### src/rtl/fetch_pkg.sv
// Shared widths and the queue entry payload for the instruction fetch stage.
package fetch_pkg;

   localparam int unsigned INST_W     = 32;
   localparam int unsigned PC_W       = 32;
   localparam int unsigned PC_STEP    = 4;
   localparam int unsigned WORD_SHIFT = 2;

   typedef struct packed {
      logic [INST_W-1:0] inst;
      logic [PC_W-1:0]   pc;
   } fetch_entry_t;

endpackage

### src/rtl/fetch_fifo.sv
// Synchronous FIFO of fetch entries with flush, occupancy count and same-cycle push/pop.
module fetch_fifo
   import fetch_pkg::*;
#(
   parameter int unsigned DEPTH = 4
) (
   input  logic                   clk,
   input  logic                   rst,
   input  logic                   flush,
   input  logic                   push,
   input  fetch_entry_t           push_data,
   input  logic                   pop,
   output fetch_entry_t           head,
   output logic                   valid,
   output logic [$clog2(DEPTH):0] count
);

   localparam int unsigned AW = $clog2(DEPTH);
   localparam int unsigned CW = AW + 1;

   fetch_entry_t    mem [DEPTH];
   logic [AW-1:0]   head_ptr;
   logic [AW-1:0]   tail_ptr;
   logic            do_push;
   logic            do_pop;

   assign valid   = (count != '0);
   assign do_push = push && !flush;
   assign do_pop  = pop && valid && !flush;
   // Empty queue presents an all-zero entry rather than stale storage.
   assign head    = valid ? mem[head_ptr] : '0;

   always_ff @(posedge clk) begin
      if (!rst && do_push) begin
         mem[tail_ptr] <= push_data;
      end
   end

   always_ff @(posedge clk) begin
      if (rst || flush) begin
         head_ptr <= '0;
         tail_ptr <= '0;
         count    <= '0;
      end else begin
         if (do_push) tail_ptr <= tail_ptr + AW'(1);
         if (do_pop)  head_ptr <= head_ptr + AW'(1);
         count <= count + CW'(do_push) - CW'(do_pop);
      end
   end

   // Upstream credit accounting guarantees a push never lands on a full queue.
   always_ff @(posedge clk) begin
      if (!rst && do_push && !do_pop) begin
         assert (count != CW'(DEPTH)) else $error("fetch_fifo overflow");
      end
   end

endmodule

### src/rtl/fetch_queue.sv
// Fetch stage: owns the PC, issues ROM reads under a credit limit and queues returned instructions.
module fetch_queue
   import fetch_pkg::*;
#(
   parameter int unsigned     DEPTH    = 4,
   parameter logic [PC_W-1:0] RESET_PC = 32'h0000_0000
) (
   input  logic                   clk,
   input  logic                   rst,
   output logic [PC_W-1:0]        imem_addr,
   output logic                   imem_rd_en,
   input  logic [INST_W-1:0]      imem_data,
   input  logic                   redirect,
   input  logic [PC_W-1:0]        redirect_pc,
   output logic                   inst_valid,
   input  logic                   inst_ready,
   output logic [INST_W-1:0]      inst,
   output logic [PC_W-1:0]        inst_pc,
   output logic [$clog2(DEPTH):0] count
);

   logic [PC_W-1:0] pc;
   logic [PC_W-1:0] req_pc;
   logic            inflight_q;
   logic            push;
   fetch_entry_t    push_data;
   fetch_entry_t    head;

   // Credit counts the outstanding read so a response always has a free slot.
   assign imem_rd_en = !rst && !redirect && ((32'(count) + 32'(inflight_q)) < DEPTH);
   assign imem_addr  = PC_W'(pc >> WORD_SHIFT);

   assign push      = inflight_q && !redirect && !rst;
   assign push_data = '{inst: imem_data, pc: req_pc};

   always_ff @(posedge clk) begin
      if (rst) begin
         pc         <= RESET_PC;
         req_pc     <= '0;
         inflight_q <= 1'b0;
      end else if (redirect) begin
         pc         <= redirect_pc & ~PC_W'(PC_STEP - 1);
         inflight_q <= 1'b0;
      end else begin
         inflight_q <= imem_rd_en;
         if (imem_rd_en) begin
            pc     <= pc + PC_W'(PC_STEP);
            req_pc <= pc;
         end
      end
   end

   fetch_fifo #(
      .DEPTH (DEPTH)
   ) u_fifo (
      .clk       (clk),
      .rst       (rst),
      .flush     (redirect),
      .push      (push),
      .push_data (push_data),
      .pop       (inst_ready),
      .head      (head),
      .valid     (inst_valid),
      .count     (count)
   );

   assign inst    = head.inst;
   assign inst_pc = head.pc;

endmodule

### config.mk
export PLATFORM = sky130hd
export DESIGN_NAME = fetch_queue
export DESIGN_NICKNAME = d
export VERILOG_FILES = /design/src/rtl/fetch_pkg.sv /design/src/rtl/fetch_fifo.sv /design/src/rtl/fetch_queue.sv
export SDC_FILE = /design/constraint.sdc
export NUM_CORES = 1
export LEC_CHECK = 0
export ABC_CLOCK_PERIOD_IN_PS = 3670
export BUFFER_PORTS_ARGS = -buffer_cell sky130_fd_sc_hd__buf_2
export CAP_MARGIN = 20
export CORE_MARGIN = 1
export CORE_UTILIZATION = 50
export CTS_BUF_LIST = sky130_fd_sc_hd__clkbuf_4
export CTS_CLUSTER_SIZE = 14
export DETAILED_ROUTE_END_ITERATION = 8
export PLACE_DENSITY_LB_ADDON = 0.25
export SLEW_MARGIN = 20
export SYNTH_ARGS = -nofsm -noshare
export SYNTH_HDL_FRONTEND = slang
export SYNTH_SLANG_ARGS = --single-unit
### constraint.sdc
create_clock -name clk -period 3.67 [get_ports clk]
set_clock_uncertainty 0.15 [all_clocks]
set_input_delay 0.1835 -clock clk [delete_from_list [all_inputs] [get_ports clk]]
set_output_delay 0.1835 -clock clk [all_outputs]
set_load 0.01 [all_outputs]
### Yosys cells after proc, flatten, opt, wreduce, memory -nomap -nowiden

Memories as Yosys holds them, arrays and structs flattened. A register that Yosys moved wholly into a read port is not among the register bits.
Cells that the tools add are included.

* memories: 1
* memory bits (writable): 256
* register bits after elaboration: 72
* word-level logic and storage cells: 38
* bits of input ports: 68

Memories
* u_fifo.mem: depth 4, bits a word 64, rd ports 1, clocked after memory_dff 1, write ports 1, RTL line fetch_fifo.sv:21 `fetch_entry_t mem [DEPTH];`

* $lt $le $gt $ge: 1
* bitwise logic cells: 1
* multiplexer cells: 7
* $add $sub $neg: 6
* reduce and logical (&&, ||, !) cells: 15

Operators with widths (count)
* $mux W32: 2
* $mux W64: 1
* $add A32 B3 Y32 const B: 1
* $logic_and A1 B1 Y1: 8
* $add A2 B1 Y2 const B: 2
* $add A3 B1 Y4: 1
* $lt A4 B3 Y1 const B: 1
* $mux W2: 2
* $add A3 B1 Y3: 1
* $reduce_bool A3 Y1: 1
* $sub A3 B1 Y3: 1
* $logic_not A1 Y1: 2
* $mux W1: 2
* $reduce_and A2 Y1: 1
* $reduce_bool A2 Y1: 1
* $reduce_or A2 Y1: 1
* $logic_or A1 B1 Y1: 1
* $not A1 Y1: 1

### Depth between registers and ports, before layout

Gate-level depths: netlist (run 1).

* word-level depth: 7
* mapped depth: 9

### Hierarchy

A second synthesis (run 1) with hierarchy kept.

* cell total of the unflattened synthesis: 826
* area total of the unflattened synthesis: 13121.3 um^2

Modules (own cells, without submodules)
* fetch_fifo: instances 1, seq. area each 7867.5 um^2, area each 10228.6 um^2, cells each 453
* fetch_queue: instances 1, seq. area each 1221.2 um^2, area each 2892.8 um^2, cells each 373

### Worst setup path before layout (run 1)

OpenSTA, ideal clock, no wires.

* path kind: input to register
* from: in rst
* to: mem u_fifo.mem[0][10] (netlist bit), enable pin
* stages on the path: 3
* arrival time: 2.081 ns
* path slack: 1.012 ns
* setup time: 0.427 ns
* cells stage by stage: clkbuf_1 nor2_1 and3_1

* cells in the longest elaborated chain, start to end: 6

Ends and longest elaborated chain
* from (decl): RTL line fetch_queue.sv:9 `input logic rst,`
* $logic_not A1 Y1 *: RTL line fetch_fifo.sv:34, fetch_queue.sv:33
* $logic_and A1 B1 Y1: RTL line fetch_queue.sv:33 `assign push = inflight_q && !redirect && !rst;`
* $logic_and A1 B1 Y1: RTL line fetch_fifo.sv:28 `assign do_push = push && !flush;`
* $logic_and A1 B1 Y1 *: RTL line fetch_fifo.sv:34 `if (!rst && do_push) begin`
* $mux W1 *: RTL line fetch_fifo.sv:34
* $mux W1 (not written as such) *: RTL line fetch_fifo.sv:35 `mem[tail_ptr] <= push_data;`
* to (decl): RTL line fetch_fifo.sv:21

Every way passes the cells marked *; elsewhere a longest branch is shown, timed or not.

### Worst setup path after layout (run 1)

* from: reg u_fifo.count[2]
* to: reg pc[27]

* cells in the longest elaborated chain, start to end: 4

Ends and longest elaborated chain
* from (decl): RTL line fetch_fifo.sv:15 `output logic [$clog2(DEPTH):0] count`
* from (signal assigned): RTL line fetch_fifo.sv:47 `count <= count + CW'(do_push) - CW'(do_pop);`
* $add A3 B1 Y4: RTL line fetch_queue.sv:30 `assign imem_rd_en = !rst && !redirect && ((32'(count) + 32'(inflight_q)) < DEPTH);`
* $lt A4 B3 Y1: RTL line fetch_queue.sv:30
* $logic_and A1 B1 Y1: RTL line fetch_queue.sv:30
* $reduce_bool A2 Y1 (no source line)
* to (signal assigned): RTL line fetch_queue.sv:42 `pc <= redirect_pc & ~PC_W'(PC_STEP - 1);`
* to (signal assigned): RTL line fetch_queue.sv:47 `pc <= pc + PC_W'(PC_STEP);`
* to (decl): RTL line fetch_queue.sv:22 `logic [PC_W-1:0] pc;`

Every way passes these cells.
A chain may end at the register's enable or synchronous reset.

==> metrics.txt, run 1 <==
Worst Hold Depth 2; Final Hold Viols 0; total wire length 25580 um; most common cell after layout, fill and taps aside edfxtp_1; CTS Buf Count 81; Worst Setup End Kind flip-flop; Sum Neg Setup Slack 0 ps; Power per Cell Area 458.0 nW/um^2; DP HPWL 14790 um; # IOs 169; mapped cell area 12630 um^2; CP max stage delay 580 ps; DRC Markers 0; CP cell instances ha_1, o211a_1, o22a_2, and3_1, a21oi_1, dlygate4sd3_1, o22ai_1, dlygate4sd3_1; PortBufs 162; Worst EP required 4120 ps; Hold Path Class input port to flip-flop; worst-path maximum fanout 24; number of flops mapped to enable cells by yosys 248; Setup crit start kind flip-flop; Post-Syn Area per Cell 15.97 um^2; core area 24530 um^2; Critical Path AT 3760 ps; Die Height 161.0 um; largest net degree at the start of global routing 64; Starting DRT DRC Count 389; clock latency on the worst-skew pair 660 ps; layout net count 1159; first-pass GRT wire length 41020 um; top cells by area, synth edfxtp_1 (59%), dfxtp_1 (11%), mux4_2 (11%); ys async rst share 0; most used cell, CP dlygate4sd3_1; Synth cell types 45; maximum root-to-sink buffer count 3; via count 7802; synth warn 0; top-area cell type share of the netlist area 0.5894; Vias per Instance 5.326; synthesis-to-finish area growth 23.71%; GRT overflow 0; vias in the first global route 7888; CTS tree yes; fin crit period 3313 ps; Die X-Extent 161.0 um; r2r worst-path depth 8; sequential share of the synthesized area 0.7003; #FFs+latches synth 318; Worst path slowest cell dlygate4sd3_1; antenna violations before repair 1; H-tree Lvls 3; placed instance count 1240; final period utilization 0.9027; root buffer cell clkbuf_4; die area 25910 um^2; gpl congestion 0.7797; outcome finished clean; Fmax 301.9 MHz; Setup Fix Bufs, Post-CTS 0; prevailing post-synth register cell edfxtp_1; Final ANT Viol Nets 0; Final setup viols 0; Static Leak 5.764 nW; Starting Density 0.5150; Yosys top cell by area edfxtp_1; fin. max-slew vios 0; drt first pass iters 5; CTS Sinks 318; Row Count 57; Mapped Cells 791; average wire per standard cell 17.46 um; WS Path Type flip-flop to flip-flop; MaxCap Viol Count 0; unrepaired setup endpoints after global routing false; share of cells above drive strength 1 0.3298; most frequent cells in the layout edfxtp_1 (248), buf_2 (162), clkbuf_4 (118); Worst-Margin Slew 944.0 ps; Clock transition at path regs 70 ps; GRT Overall Usage 0.2039; Slew HR 0.3707; final std cells w/o fill 1465; Worst VDD drop 0.0002009 V
[stage by stage]
stage | hold slack, ps | setup slack (ps) | utilization | power, W | cell area [um^2]
detailed placement | 247.2 | 959.8 | 0.5622 | 0.004296 | 13790
global placement | 249.7 | 1050 | 0.5622 | 0.004290 | 13790
CTS | 61.52 | 58.32 | 0.6369 | 0.007254 | 15630
finish | 137.8 | 357.2 | 0.6371 | 0.007159 | 15630
floorplan | 132.4 | 1012 | - | 0.004173 | 12650
global route | 68.95 | 107.3 | 0.6371 | 0.007475 | 15630
[cells in the mapped netlist (2+ instances only)]
library cell,n
mux4_2,62
xnor2_1,16
nand2_1,79
and2_1,3
and4_1,6
or3_1,2
ha_1,8
o31ai_1,2
nor2b_1,65
a21oi_1,32
buf_4,6
nand4_1,8
nor2_1,35
nand3_1,6
inv_1,9
nor4_1,5
clkbuf_1,34
a211oi_1,17
nor4b_2,4
buf_2,10
edfxtp_1,248
a2111oi_0,3
or4_1,2
mux2i_1,2
and3_1,14
o21ai_1,2
nor3b_1,2
a311oi_1,5
xor2_1,9
o21ai_0,3
dfxtp_1,70
o22ai_1,2
nor3_1,8
[critical path, delay by kind of cell (launching register included)]
family	cells	cell delay, ps
buffers and inverters	2	1150
adder cells (fa/ha/maj)	1	300
AO/OA/AOI/OAI	4	940
AND/OR/NAND/NOR	1	220
flip-flops	1	480
[area by class of cell]
cell class | count | area (um^2)
Timing Repair Buffer | 256 | 1774
Multi-Input combinational cell | 415 | 3552
Tap cell | 324 | 405.4
Sequential cell | 318 | 8856
Clock buffer | 118 | 885.9
Clock inverter | 23 | 116.4
Fill cell | 1836 | 8904
Antenna cell | 1 | 2.502
Inverter | 10 | 37.54
[timing repair]
action	in CTS	in global routing
hold buffers	83	0
gates resized for setup	0	1
endpoints found under the hold margin	196	0
endpoints found under the setup margin	0	2
[path summary, 6_finish.rpt]
path / startpoint / end / slack, ps
max: u_fifo.count[2]$_SDFF_PP0_ / pc[27]$_SDFFE_PP0P_ / 360
max reg2reg: u_fifo.count[2]$_SDFF_PP0_ / pc[27]$_SDFFE_PP0P_ / 360
min: imem_data[26] / u_fifo.mem[2][58]$_DFFE_PP_ / 140
min reg2reg: req_pc[25]$_SDFFE_PP0P_ / u_fifo.mem[1][25]$_DFFE_PP_ / 350
[power by group]
| part | switching (W) | total (W) | internal [W] | leakage (nW) |
|---|---|---|---|---|
| Sequential | 0.0000613 | 0.00397 | 0.00391 | 3.00 |
| Combinational | 0.000157 | 0.000319 | 0.000162 | 2.16 |
| Clock | 0.00132 | 0.00286 | 0.00154 | 0.604 |
| Total | 0.00154 | 0.00716 | 0.00562 | 5.76 |
[flip-flops by register name (all words and copies together) (netlist names), named ones only]
register	cells
u_fifo.head_ptr	2
req_pc	30
inflight_q	1
u_fifo.mem	248
u_fifo.tail_ptr	2
u_fifo.count	3
pc	30
[kinds of logic (layout without fill, tap and decap cells)]
family | Yosys count | in the layout | share of synthesized area
mux | 64 | 64 | 0.1121
compound gates | 70 | 70 | 0.03634
other cells | 1 | 5 | 0.0002968
fa+ha+maj | 9 | 9 | 0.009507
buf+inv | 61 | 407 | 0.02149
simple gates | 243 | 243 | 0.1026
flops | 318 | 318 | 0.7003
xor+xnor | 25 | 25 | 0.01733
[metal layers]
| metal | vias up | track usage | routed length [um] |
|---|---|---|---|
| met2 | 305 | 0.3295 | 12310 |
| li1 | 3664 | - | - |
| met4 | 0 | 0.06432 | 366 |
| met5 | - | 0 | 0 |
| met1 | 3793 | 0.2723 | 11100 |
| met3 | 40 | 0.05139 | 1796 |
(Power assumes the default switching activity.)
==> run 2: changes to the inputs <==
Settings changed: ABC_AREA from default to 1, BUFFER_PORTS_ARGS -buffer_cell sky130_fd_sc_hd__buf_2 to default, DONT_BUFFER_PORTS from default to 1, GPL_ROUTABILITY_DRIVEN from default to 0.
==> metrics.txt, run 2 <==
first-pass GRT wire length 46350 um (+13%); ys async rst share 0 (unchanged); DP HPWL 16520 um (+12%); maximum root-to-sink buffer count 3 (unchanged); Setup crit start kind flip-flop; cell with the most instances after synthesis nor2_1; Mapped Cells 1306 (+65%); Clock transition at path regs 70 ps (about the same); Fmax 336.2 MHz (+11%); largest net degree at the start of global routing 80 (+25%); Power per Cell Area 491.2 nW/um^2 (+7.2%); die area 27170 um^2 (+4.9%); Synth top cells by count nor2_1 (318), edfxtp_1 (248), o21ai_0 (168); PortBufs 0 (-100%); final instance area 15410 um^2 (-1.4%); number of flops mapped to enable cells by yosys 248 (unchanged); Final ANT Viol Nets 0 (unchanged); Row Count 59 (+3.5%); prevailing post-synth register cell edfxtp_1; CP cell instances buf_4, nor2_1, nor2_1, o21ai_0, a21oi_1; worst-path maximum fanout 62 (+160%); CP Depth 5 (-3); Vias per Instance 5.270 (-1.0%); H-tree Lvls 3 (unchanged); most used cell, CP nor2_1; top-area cell type share of the netlist area 0.5618 (-0.02760); synthesis-to-finish area growth 16.28%; Yosys top cell by area edfxtp_1; top cells by area, synth edfxtp_1 (56%), dfxtp_1 (11%), nor2_1 (9.0%); antenna violations before repair 1 (unchanged); DP Area 13550 um^2 (-1.8%); FF-to-FF End pc[19]$_SDFFE_PP0P_; GRT Overall Usage 0.2217 (+0.01789); core area 26060 um^2 (+6.2%); Largest register FFs 248 (unchanged); Reg with most FFs u_fifo.mem; R2R Setup Slk 880 ps (+520 ps); Post-Syn Area per Cell 10.15 um^2 (-36%); fin crit period 2974 ps (-338.6 ps); DRC Markers 0 (unchanged); MaxCap Viol Count 0 (unchanged); Synth cell types 26 (-42%); total wire length 29700 um (+16%); CTS Sinks 318 (unchanged); crit path capture inst[14]; final period utilization 0.8104 (-0.09227); # IOs 169 (unchanged); via count 9502 (+22%); synth warn 0 (unchanged); Worst VDD drop 0.0002422 V (+21%); most common cell after layout, fill and taps aside nor2_1; outcome finished clean; Die Height 164.8 um (+2.4%); Worst Path Buf+Inv 1 (-1); average wire per standard cell 16.47 um (-5.6%); Final setup viols 0 (unchanged); Critical Path AT 2640 ps (-1120 ps); layout net count 1485 (+28%); sequential share of the synthesized area 0.6675 (-0.03279); largest registers u_fifo.mem (248), pc (30), req_pc (30); vias in the first global route 9142 (+16%); fin. max-slew vios 0 (unchanged); most frequent cells in the layout nor2_1 (314), edfxtp_1 (248), o21ai_0 (168); Die X-Extent 164.8 um (+2.4%); share of cells above drive strength 1 0.1159 (-0.2139); family with the most delay on the worst path flip-flops; root buffer cell clkbuf_4; mapped cell area 13260 um^2 (+4.9%); Worst Setup End Kind output port; #FFs+latches synth 318 (unchanged); clock latency on the worst-skew pair 660 ps (about the same); Worst EP required 3340 ps (-780 ps); total power 0.007571 W (+5.8%); Slew HR 0.2673 (-0.1033); CTS tree yes; Starting Density 0.5087 (-0.006327); r2r worst-path depth 10 (+2); Worst-Margin Slew 1095 ps (+151.4 ps); Hold Path Class input port to flip-flop; Worst path slowest cell dfxtp_4; drt first pass iters 5 (unchanged); GRT overflow 0 (unchanged); Final Hold Viols 0 (unchanged); Worst R2R Start u_fifo.count[1]$_SDFF_PP0_; Starting DRT DRC Count 752 (+93%); CTS Buf Count 81 (unchanged); unrepaired setup endpoints after global routing false; Static Leak 5.567 nW (-3.4%); CP max stage delay 790 ps (+210 ps); WS Path Type flip-flop to output port
## run 2: cell count changes in the layout (fill, tap and decap cells not counted), sizes merged, moves of 46 or more
| cell | before | now |
|---|---|---|
| nor2 | 35 | 328 |
| nand3 | 6 | 52 |
| mux4 | 62 | 0 |
| nand2 | 79 | 152 |
| nor2b | 65 | 0 |
| inv | 12 | 74 |
| o21ai | 5 | 170 |
| a21oi | 32 | 116 |
| buf | 173 | 18 |
## run 2: layout make-up
type | count | area, um^2
multi-input combinational | 844 | 3844
tap | 335 | 419.2
sequential | 318 | 8853
fill | 2189 | 10650
timing repair buffer | 88 | 873.3
clock buffer | 118 | 885.9
inverter | 75 | 282.8
antenna | 1 | 2.502
clock inverter | 24 | 252.7
## run 2: report_power, final
part / switching, W / internal (W) / total (W)
clock network: 0.00136 / 0.00190 / 0.00326
registers: 0.0000814 / 0.00394 / 0.00402
logic: 0.000175 / 0.000114 / 0.000289
## run 2: worst register-to-register path, cell delays in order, from the launching register on
cell	delay, ps
dfxtp_1	430
ha_1	260
inv_1	50
nand2_1	40
nand2_1	70
nand3_2	170
inv_2	80
buf_4	570
nand3_1	230
a21oi_1	170
dlygate4sd3_1	550
## run 2: stage by stage
step                setup TNS (ps)  hold WS, ps  instances    util  setup WS (ps)
floorplan                   -22760        132.4       1309       -         -126.9
global placement                 0        106.3       1589  0.5200           1337
detailed placement               0        108.7       1589  0.5200           1297
CTS                              0        4.496       1802  0.5914          633.5
global route                     0        26.11       1803  0.5915          463.1
finish                           0        71.10       1803  0.5915          695.8
## run 2: kinds of logic after synthesis
group,share of synthesized area
buffers and inverters,0.04559
other,0.0002829
AND/OR/NAND/NOR,0.1637
AO/OA/AOI/OAI,0.1086
adder cells (fa/ha/maj),0.009062
XOR/XNOR,0.005286
flip-flops,0.6675
## run 2: repair_timing
action / in CTS / in global routing
hold buffers: 71 / 0
endpoints found under the hold margin: 198 / 0
buffers inserted: 0 / 0
gates resized for setup: 0 / 0
## run 2: layer usage
layer,GRT usage,vias up,part of all wire,routed length [um]
met2,0.3623,322,0.47,13970
met4,0.08966,0,0.021,625
li1,-,4677,-,-
met5,0,-,0,0
met1,0.2834,4453,0.44,12950
met3,0.05374,50,0.073,2159
## run 2: worst min path at each step
stage	cells past startpoint	from	slack [ps]	to
final	1	imem_data[26]	70	u_fifo.mem[2][58]$_DFFE_PP_
after global routing	1	imem_data[31]	30	u_fifo.mem[0][63]$_DFFE_PP_
after CTS	1	imem_data[0]	4	u_fifo.mem[1][32]$_DFFE_PP_
after detailed placement	1	rst	110	pc[5]$_SDFFE_PP0P_
after global placement	1	rst	110	pc[29]$_SDFFE_PP0P_
after floorplan	0	imem_data[0]	130	u_fifo.mem[0][32]$_DFFE_PP_
